--- config.mk ---
export PLATFORM = sky130hd
export DESIGN_NAME = dmem_arbiter
export DESIGN_NICKNAME = d
export VERILOG_FILES = /design/src/rtl/dmem_arbiter_pkg.sv /design/src/rtl/dmem_rr_pick.sv /design/src/rtl/dmem_arbiter.sv
export SDC_FILE = /design/constraint.sdc
export NUM_CORES = 1
export LEC_CHECK = 0
export ABC_AREA = 1
export CAP_MARGIN = 15
export CORE_AREA = 2 2 120 122
export DETAILED_ROUTE_END_ITERATION = 12
export DIE_AREA = 0 0 122 124
export GPL_ROUTABILITY_DRIVEN = 0
export PLACE_DENSITY = 0.74
export REMOVE_ABC_BUFFERS = 1
export SYNTH_ARGS = -nofsm -noshare
export SYNTH_HDL_FRONTEND = slang
export SYNTH_SLANG_ARGS = --single-unit
--- constraint.sdc ---
create_clock -name clk -period 2 [get_ports clk]
set_clock_uncertainty 0.05 [all_clocks]
set_input_delay 0.3 -clock clk [delete_from_list [all_inputs] [get_ports clk]]
set_output_delay 0.3 -clock clk [all_outputs]
set_load 0.02 [all_outputs]
--- src/rtl/dmem_arbiter_pkg.sv ---
// rtl/dmem_arbiter_pkg.sv - memlen encodings, arbiter states and command struct
package dmem_arbiter_pkg;

  // Loads and stores share funct3-style codes; mem_we tells them apart.
  localparam logic [2:0] MEMLEN_LB  = 3'b000;
  localparam logic [2:0] MEMLEN_LH  = 3'b001;
  localparam logic [2:0] MEMLEN_LW  = 3'b010;
  localparam logic [2:0] MEMLEN_LBU = 3'b100;
  localparam logic [2:0] MEMLEN_LHU = 3'b101;
  localparam logic [2:0] MEMLEN_SB  = 3'b000;
  localparam logic [2:0] MEMLEN_SH  = 3'b001;
  localparam logic [2:0] MEMLEN_SW  = 3'b010;

  typedef enum logic [1:0] {
    ST_IDLE,
    ST_CPU_LAST,
    ST_DBG_LAST,
    ST_DBG_LOCK
  } arb_state_e;

  typedef struct packed {
    logic        we;
    logic [2:0]  memlen;
    logic [31:0] addr;
    logic [31:0] wdata;
  } mem_cmd_t;

endpackage

--- src/rtl/dmem_rr_pick.sv ---
// rtl/dmem_rr_pick.sv - two-way round-robin pick between CPU and debug requests
module dmem_rr_pick (
  input  logic cpu_req,
  input  logic dbg_req,
  input  logic prefer_cpu,
  output logic pick_cpu,
  output logic pick_dbg
);

  always_comb begin
    pick_cpu = cpu_req && (!dbg_req || prefer_cpu);
    pick_dbg = dbg_req && !pick_cpu;
  end

endmodule

--- src/rtl/dmem_arbiter.sv ---
// rtl/dmem_arbiter.sv - CPU/debug data-memory arbiter with debug burst lock
// and CPU starvation guard; reads return registered data one cycle later.
module dmem_arbiter
  import dmem_arbiter_pkg::*;
#(
  parameter int ADDR_WIDTH   = 8,
  parameter int STARVE_LIMIT = 4
) (
  input  logic        clk,
  input  logic        rst,
  input  logic        cpu_req,
  input  logic        cpu_we,
  input  logic [2:0]  cpu_memlen,
  input  logic [31:0] cpu_addr,
  input  logic [31:0] cpu_wdata,
  output logic        cpu_ready,
  output logic        cpu_rvalid,
  output logic [31:0] cpu_rdata,
  input  logic        dbg_req,
  input  logic        dbg_we,
  input  logic [2:0]  dbg_memlen,
  input  logic [31:0] dbg_addr,
  input  logic [31:0] dbg_wdata,
  input  logic        dbg_lock,
  output logic        dbg_ready,
  output logic        dbg_rvalid,
  output logic [31:0] dbg_rdata,
  output logic        mem_we,
  output logic [2:0]  mem_memlen,
  output logic [31:0] mem_addr,
  output logic [31:0] mem_wdata,
  input  logic [31:0] mem_rdata
);

  localparam int STARVE_W = $clog2(STARVE_LIMIT + 1);
  localparam logic [STARVE_W-1:0] STARVE_MAX = STARVE_W'(STARVE_LIMIT);
  localparam logic [31:0] ADDR_MASK =
    (ADDR_WIDTH >= 32) ? 32'hFFFF_FFFF : 32'((64'd1 << ADDR_WIDTH) - 64'd1);

  arb_state_e          state_q, state_d;
  logic [STARVE_W-1:0] starve_q, starve_d;
  logic                cpu_rvalid_q, cpu_rvalid_d;
  logic                dbg_rvalid_q, dbg_rvalid_d;
  logic [31:0]         cpu_rdata_q, cpu_rdata_d;
  logic [31:0]         dbg_rdata_q, dbg_rdata_d;

  logic     cpu_elig, prefer_cpu, pick_cpu, pick_dbg;
  logic     starved, grant_cpu, grant_dbg;
  mem_cmd_t cmd;

  // A held lock hides the CPU from the round-robin; only starvation overrides it.
  always_comb begin
    cpu_elig   = cpu_req && !((state_q == ST_DBG_LOCK) && dbg_lock);
    prefer_cpu = (state_q == ST_DBG_LAST) || (state_q == ST_DBG_LOCK);
  end

  dmem_rr_pick u_rr_pick (
    .cpu_req    (cpu_elig),
    .dbg_req    (dbg_req),
    .prefer_cpu (prefer_cpu),
    .pick_cpu   (pick_cpu),
    .pick_dbg   (pick_dbg)
  );

  always_comb begin
    starved   = cpu_req && (starve_q >= STARVE_MAX);
    grant_cpu = rst && (starved || pick_cpu);
    grant_dbg = rst && !starved && pick_dbg;

    state_d = state_q;
    if (grant_dbg) begin
      state_d = dbg_lock ? ST_DBG_LOCK : ST_DBG_LAST;
    end else if (grant_cpu) begin
      state_d = ST_CPU_LAST;
    end else if ((state_q == ST_DBG_LOCK) && !dbg_lock) begin
      state_d = ST_DBG_LAST;
    end

    starve_d = starve_q;
    if (!cpu_req || grant_cpu) begin
      starve_d = '0;
    end else if (starve_q < STARVE_MAX) begin
      starve_d = starve_q + 1'b1;
    end

    cmd = '0;
    if (grant_cpu) begin
      cmd = '{we: cpu_we, memlen: cpu_memlen, addr: cpu_addr & ADDR_MASK, wdata: cpu_wdata};
    end else if (grant_dbg) begin
      cmd = '{we: dbg_we, memlen: dbg_memlen, addr: dbg_addr & ADDR_MASK, wdata: dbg_wdata};
    end

    cpu_rvalid_d = grant_cpu && !cpu_we;
    dbg_rvalid_d = grant_dbg && !dbg_we;
    cpu_rdata_d  = cpu_rvalid_d ? mem_rdata : cpu_rdata_q;
    dbg_rdata_d  = dbg_rvalid_d ? mem_rdata : dbg_rdata_q;
  end

  always_ff @(posedge clk or negedge rst) begin
    if (!rst) begin
      state_q      <= ST_IDLE;
      starve_q     <= '0;
      cpu_rvalid_q <= 1'b0;
      dbg_rvalid_q <= 1'b0;
      cpu_rdata_q  <= '0;
      dbg_rdata_q  <= '0;
    end else begin
      state_q      <= state_d;
      starve_q     <= starve_d;
      cpu_rvalid_q <= cpu_rvalid_d;
      dbg_rvalid_q <= dbg_rvalid_d;
      cpu_rdata_q  <= cpu_rdata_d;
      dbg_rdata_q  <= dbg_rdata_d;
    end
  end

  assign cpu_ready  = grant_cpu;
  assign dbg_ready  = grant_dbg;
  assign cpu_rvalid = cpu_rvalid_q;
  assign dbg_rvalid = dbg_rvalid_q;
  assign cpu_rdata  = cpu_rdata_q;
  assign dbg_rdata  = dbg_rdata_q;
  assign mem_we     = cmd.we;
  assign mem_memlen = cmd.memlen;
  assign mem_addr   = cmd.addr;
  assign mem_wdata  = cmd.wdata;

endmodule

==> insert_results.sql <==
INSERT INTO impl_metrics (metric_group, metric, value, unit) VALUES
('route', 'avgRoutedWirePerCell', '15.9', 'µm'),
('floorplanning', 'num_io_pins', '309', ''),
('route', 'drt_first_pass_iters', '4', ''),
('layout', 'mostFrequentLayoutCell', 'sky130_fd_sc_hd__nand2_1', ''),
('pwr', 'p_comb_frac', '0.469', ''),
('logic_synthesis', 'synth_top_family_by_area', 'simple AND/OR/NAND/NOR gates', ''),
('sta', 'tcrit_tclk_final', '1.03', ''),
('logic_synthesis', 'post_synth_inst_count', '488', ''),
('route', 'final_antenna_net_count', '0', ''),
('run_status', 'run_status', 'finished, violations left', ''),
('layout', 'syn2layout_area_growth', '91.7', '%'),
('sta', 'fin_ws', '-61.1', 'ps'),
('sta', 'setup_viol', '21', ''),
('logic_synthesis', 'synth_cell_types', '24', ''),
('setup_path', 'worst_setup_path_end_kind', 'output port', ''),
('route', 'vias', '4185', ''),
('route', 'drt_iter0_drc', '236', ''),
('logic_synthesis', 'synth.avg_cell_area', '7.69', 'µm²'),
('sta', 'worst_pin_slew', '601', 'ps'),
('route', 'wirelength', '14700', 'µm'),
('logic_synthesis', 'asyncSetResetFlopFracSynth', '1.00', ''),
('setup_path', 'critical_path_launch_point_type', 'flip-flop', ''),
('logic_synthesis', 'mappedNetlistArea', '3750', 'µm²'),
('setup_path', 'critPathKind', 'reg -> out', ''),
('layout', 'layout.cells.most_common_list', 'sky130_fd_sc_hd__nand2_1, sky130_fd_sc_hd__clkdlybuf4s50_1, sky130_fd_sc_hd__dfrtp_1', ''),
('global_route', 'overflow', '0', ''),
('setup_path', 'cp_num_cells', '11', ''),
('layout', 'fillers', '1278', ''),
('pwr', 'power.clock.fraction', '0.213', ''),
('setup_path', 'critical_path_peak_fanout', '8', ''),
('setup_path', 'critical_path.slowest_cell', 'sky130_fd_sc_hd__dfrtp_1', ''),
('pwr', 'powerDensity', '921', 'nW/µm²'),
('clock_network', 'cts_tree', 'yes', ''),
('placed_design', 'post-dp-hpwl', '10900', 'µm'),
('floorplanning', 'dieArea', '15100', 'µm²'),
('sta', 'slew_headroom', '0.599', ''),
('setup_path', 'worstPathBufferInverterCount', '5', ''),
('pwr', 'pwr-share-seq', '0.317', ''),
('pwr', 'p_int', '0.00419', 'W'),
('floorplanning', 'x_dimension_of_the_die', '122', 'µm'),
('logic_synthesis', 'synth-edff-count', '0', ''),
('clock_network', 'numCtsBuffers', '9', ''),
('pwr', 'ir_worst_vdd', '418', 'µV'),
('setup_path', 'crit_family', 'buffers and inverters', ''),
('run_status', 'failed_checks', 'setup timing', ''),
('layout', 'n_antenna_cell', '0', ''),
('floorplanning', 'placeableCoreArea', '13700', 'µm²'),
('layout', 'layout-drive-gt1-share', '0.233', ''),
('floorplanning', 'placement_rows', '43', ''),
('sta', 'period_needed', '2060', 'ps'),
('setup_path', 'rrSetupSlack', '290', 'ps'),
('clock_network', 'clk_path_buf_depth', '2', ''),
('setup_path', 'critical_path_arrival', '1710', 'ps'),
('global_route', 'grt_antenna_before_repair', '0', ''),
('logic_synthesis', 'synth.area.mux_share', '0.00267', ''),
('setup_path', 'crit_path_max_incr_delay', '400', 'ps'),
('sta', 'pins_over_their_slew_limit', '0', ''),
('logic_synthesis', 'synth_compound_gate_area_share', '0.00334', ''),
('setup_path', 'cp.required', '1650', 'ps'),
('setup_path', 'worst_r2r_path_depth', '9', ''),
('global_route', 'grt_use_total', '0.193', ''),
('route', 'detail_route.drc_violations', '0', ''),
('setup_path', 'critical_path.cell_chain', 'inv_2, nand2_2, nand3_4, nand2_4, nand2_4, inv_8, buf_12, buf_8, nand2_2, nand2_2, buf_12', ''),
('floorplanning', 'initial_utilization', '0.273', ''),
('layout', 'finalInstanceArea', '7190', 'µm²'),
('logic_synthesis', 'ys.flop_type', 'sky130_fd_sc_hd__dfrtp_1', ''),
('sta', 'rsz0062_at_grt', 'yes', ''),
('global_route', 'first_global_vias', '4077', ''),
('sta', 'fmax', '0.485', 'GHz'),
('logic_synthesis', 'yosys.area_share.adder', '0.00334', ''),
('min_path', 'hold_wc_path_type', 'in -> async', '');
==> sequential cells by signal, indices dropped and copies added (netlist names) <==
register,cells
starve_q,3
dbg_rdata,32
state_q,2
dbg_rvalid,1
cpu_rvalid,1
cpu_rdata,32
==> worst min-delay path: cells and delay by family <==
family / cells / cell delay (ps)
buf+inv: 3 / 710
==> worst paths after layout <==
kind,startpoint,to
setup / recovery,state_q[1],mem_wdata[22]
hold / removal,rst,dbg_rdata[11]
setup reg to reg,state_q[1],cpu_rdata[4]
hold reg to reg,cpu_rdata[28],cpu_rdata[28]
max in group asynchronous,rst,state_q[1]
min in group clk,cpu_rdata[28],cpu_rdata[28]
==> routing by layer <==
metal / vias to the layer above / wire, µm / share of wire / global-route usage
li1: 2046 / - / - / -
met1: 1906 / 5410 / 0.37 / 0.211
met2: 213 / 7730 / 0.52 / 0.353
met3: 20 / 1240 / 0.084 / 0.0549
met4: 0 / 363 / 0.025 / 0.0769
met5: - / 0 / 0 / 0
==> synth_stat cells, types with 2 or more instances <==
master | count | share of area
sky130_fd_sc_hd__clkbuf_1 | 11 | 0.011
sky130_fd_sc_hd__nand4_1 | 64 | 0.11
sky130_fd_sc_hd__nand3_2 | 2 | 0.0053
sky130_fd_sc_hd__buf_4 | 32 | 0.064
sky130_fd_sc_hd__nand3_1 | 2 | 0.0027
sky130_fd_sc_hd__dfrtp_1 | 71 | 0.47
sky130_fd_sc_hd__nand2_4 | 2 | 0.0060
sky130_fd_sc_hd__nor2_1 | 4 | 0.0040
sky130_fd_sc_hd__buf_6 | 4 | 0.012
sky130_fd_sc_hd__nand2_1 | 268 | 0.27
sky130_fd_sc_hd__inv_1 | 6 | 0.0060
sky130_fd_sc_hd__buf_2 | 10 | 0.013
==> final cells by class <==
cell class | count | area (µm²) | area share
clock inverter | 4 | 23.8 | 0.00331
tap | 180 | 225 | 0.0313
inverter | 9 | 50.0 | 0.00696
clock buffer | 11 | 233 | 0.0324
sequential | 71 | 1780 | 0.247
timing repair buffer | 278 | 2970 | 0.413
multi-input combinational | 374 | 1910 | 0.266
==> power by group through the flow <==
stage               combinational, W  clock, W  sequential (W)
floorplan                   0.000736         0         0.00259
global placement             0.00288         0         0.00210
detailed placement           0.00291         0         0.00212
CTS                          0.00304   0.00145         0.00210
global route                 0.00334   0.00151         0.00215
finish                       0.00311   0.00141         0.00210
==> stage by stage <==
step                      worst slack [ps]  total power (W)  hold slack, ps  std cells  utilization
final                                -61.1          0.00662             179        927        0.524
after global routing                  -119          0.00699             226        927        0.524
after CTS                            -88.5          0.00659             206        926        0.505
after detailed placement              -570          0.00502             348        900        0.466
after global placement                -545          0.00498             346        900        0.466
after floorplan                        166          0.00332           -45.6        454            -
==> cells by family after synthesis <==
group | count (synthesis)
simple gates | 345
flops | 71
buf+inv | 66
compound gates | 2
fa+ha+maj | 1
other cells | 1
xor+xnor | 1
mux | 1
==> what timing repair did <==
item / in CTS / in global routing
pin swaps: 18 / 22
setup buffers: 6 / 4
hold buffers: 1 / 0
hold endpoints to repair: 3 / 0
cloned: 4 / 0
setup endpoints to repair: 46 / 45
resized for setup: 235 / 81
No activity file was read; power rests on OpenSTA's default activity.
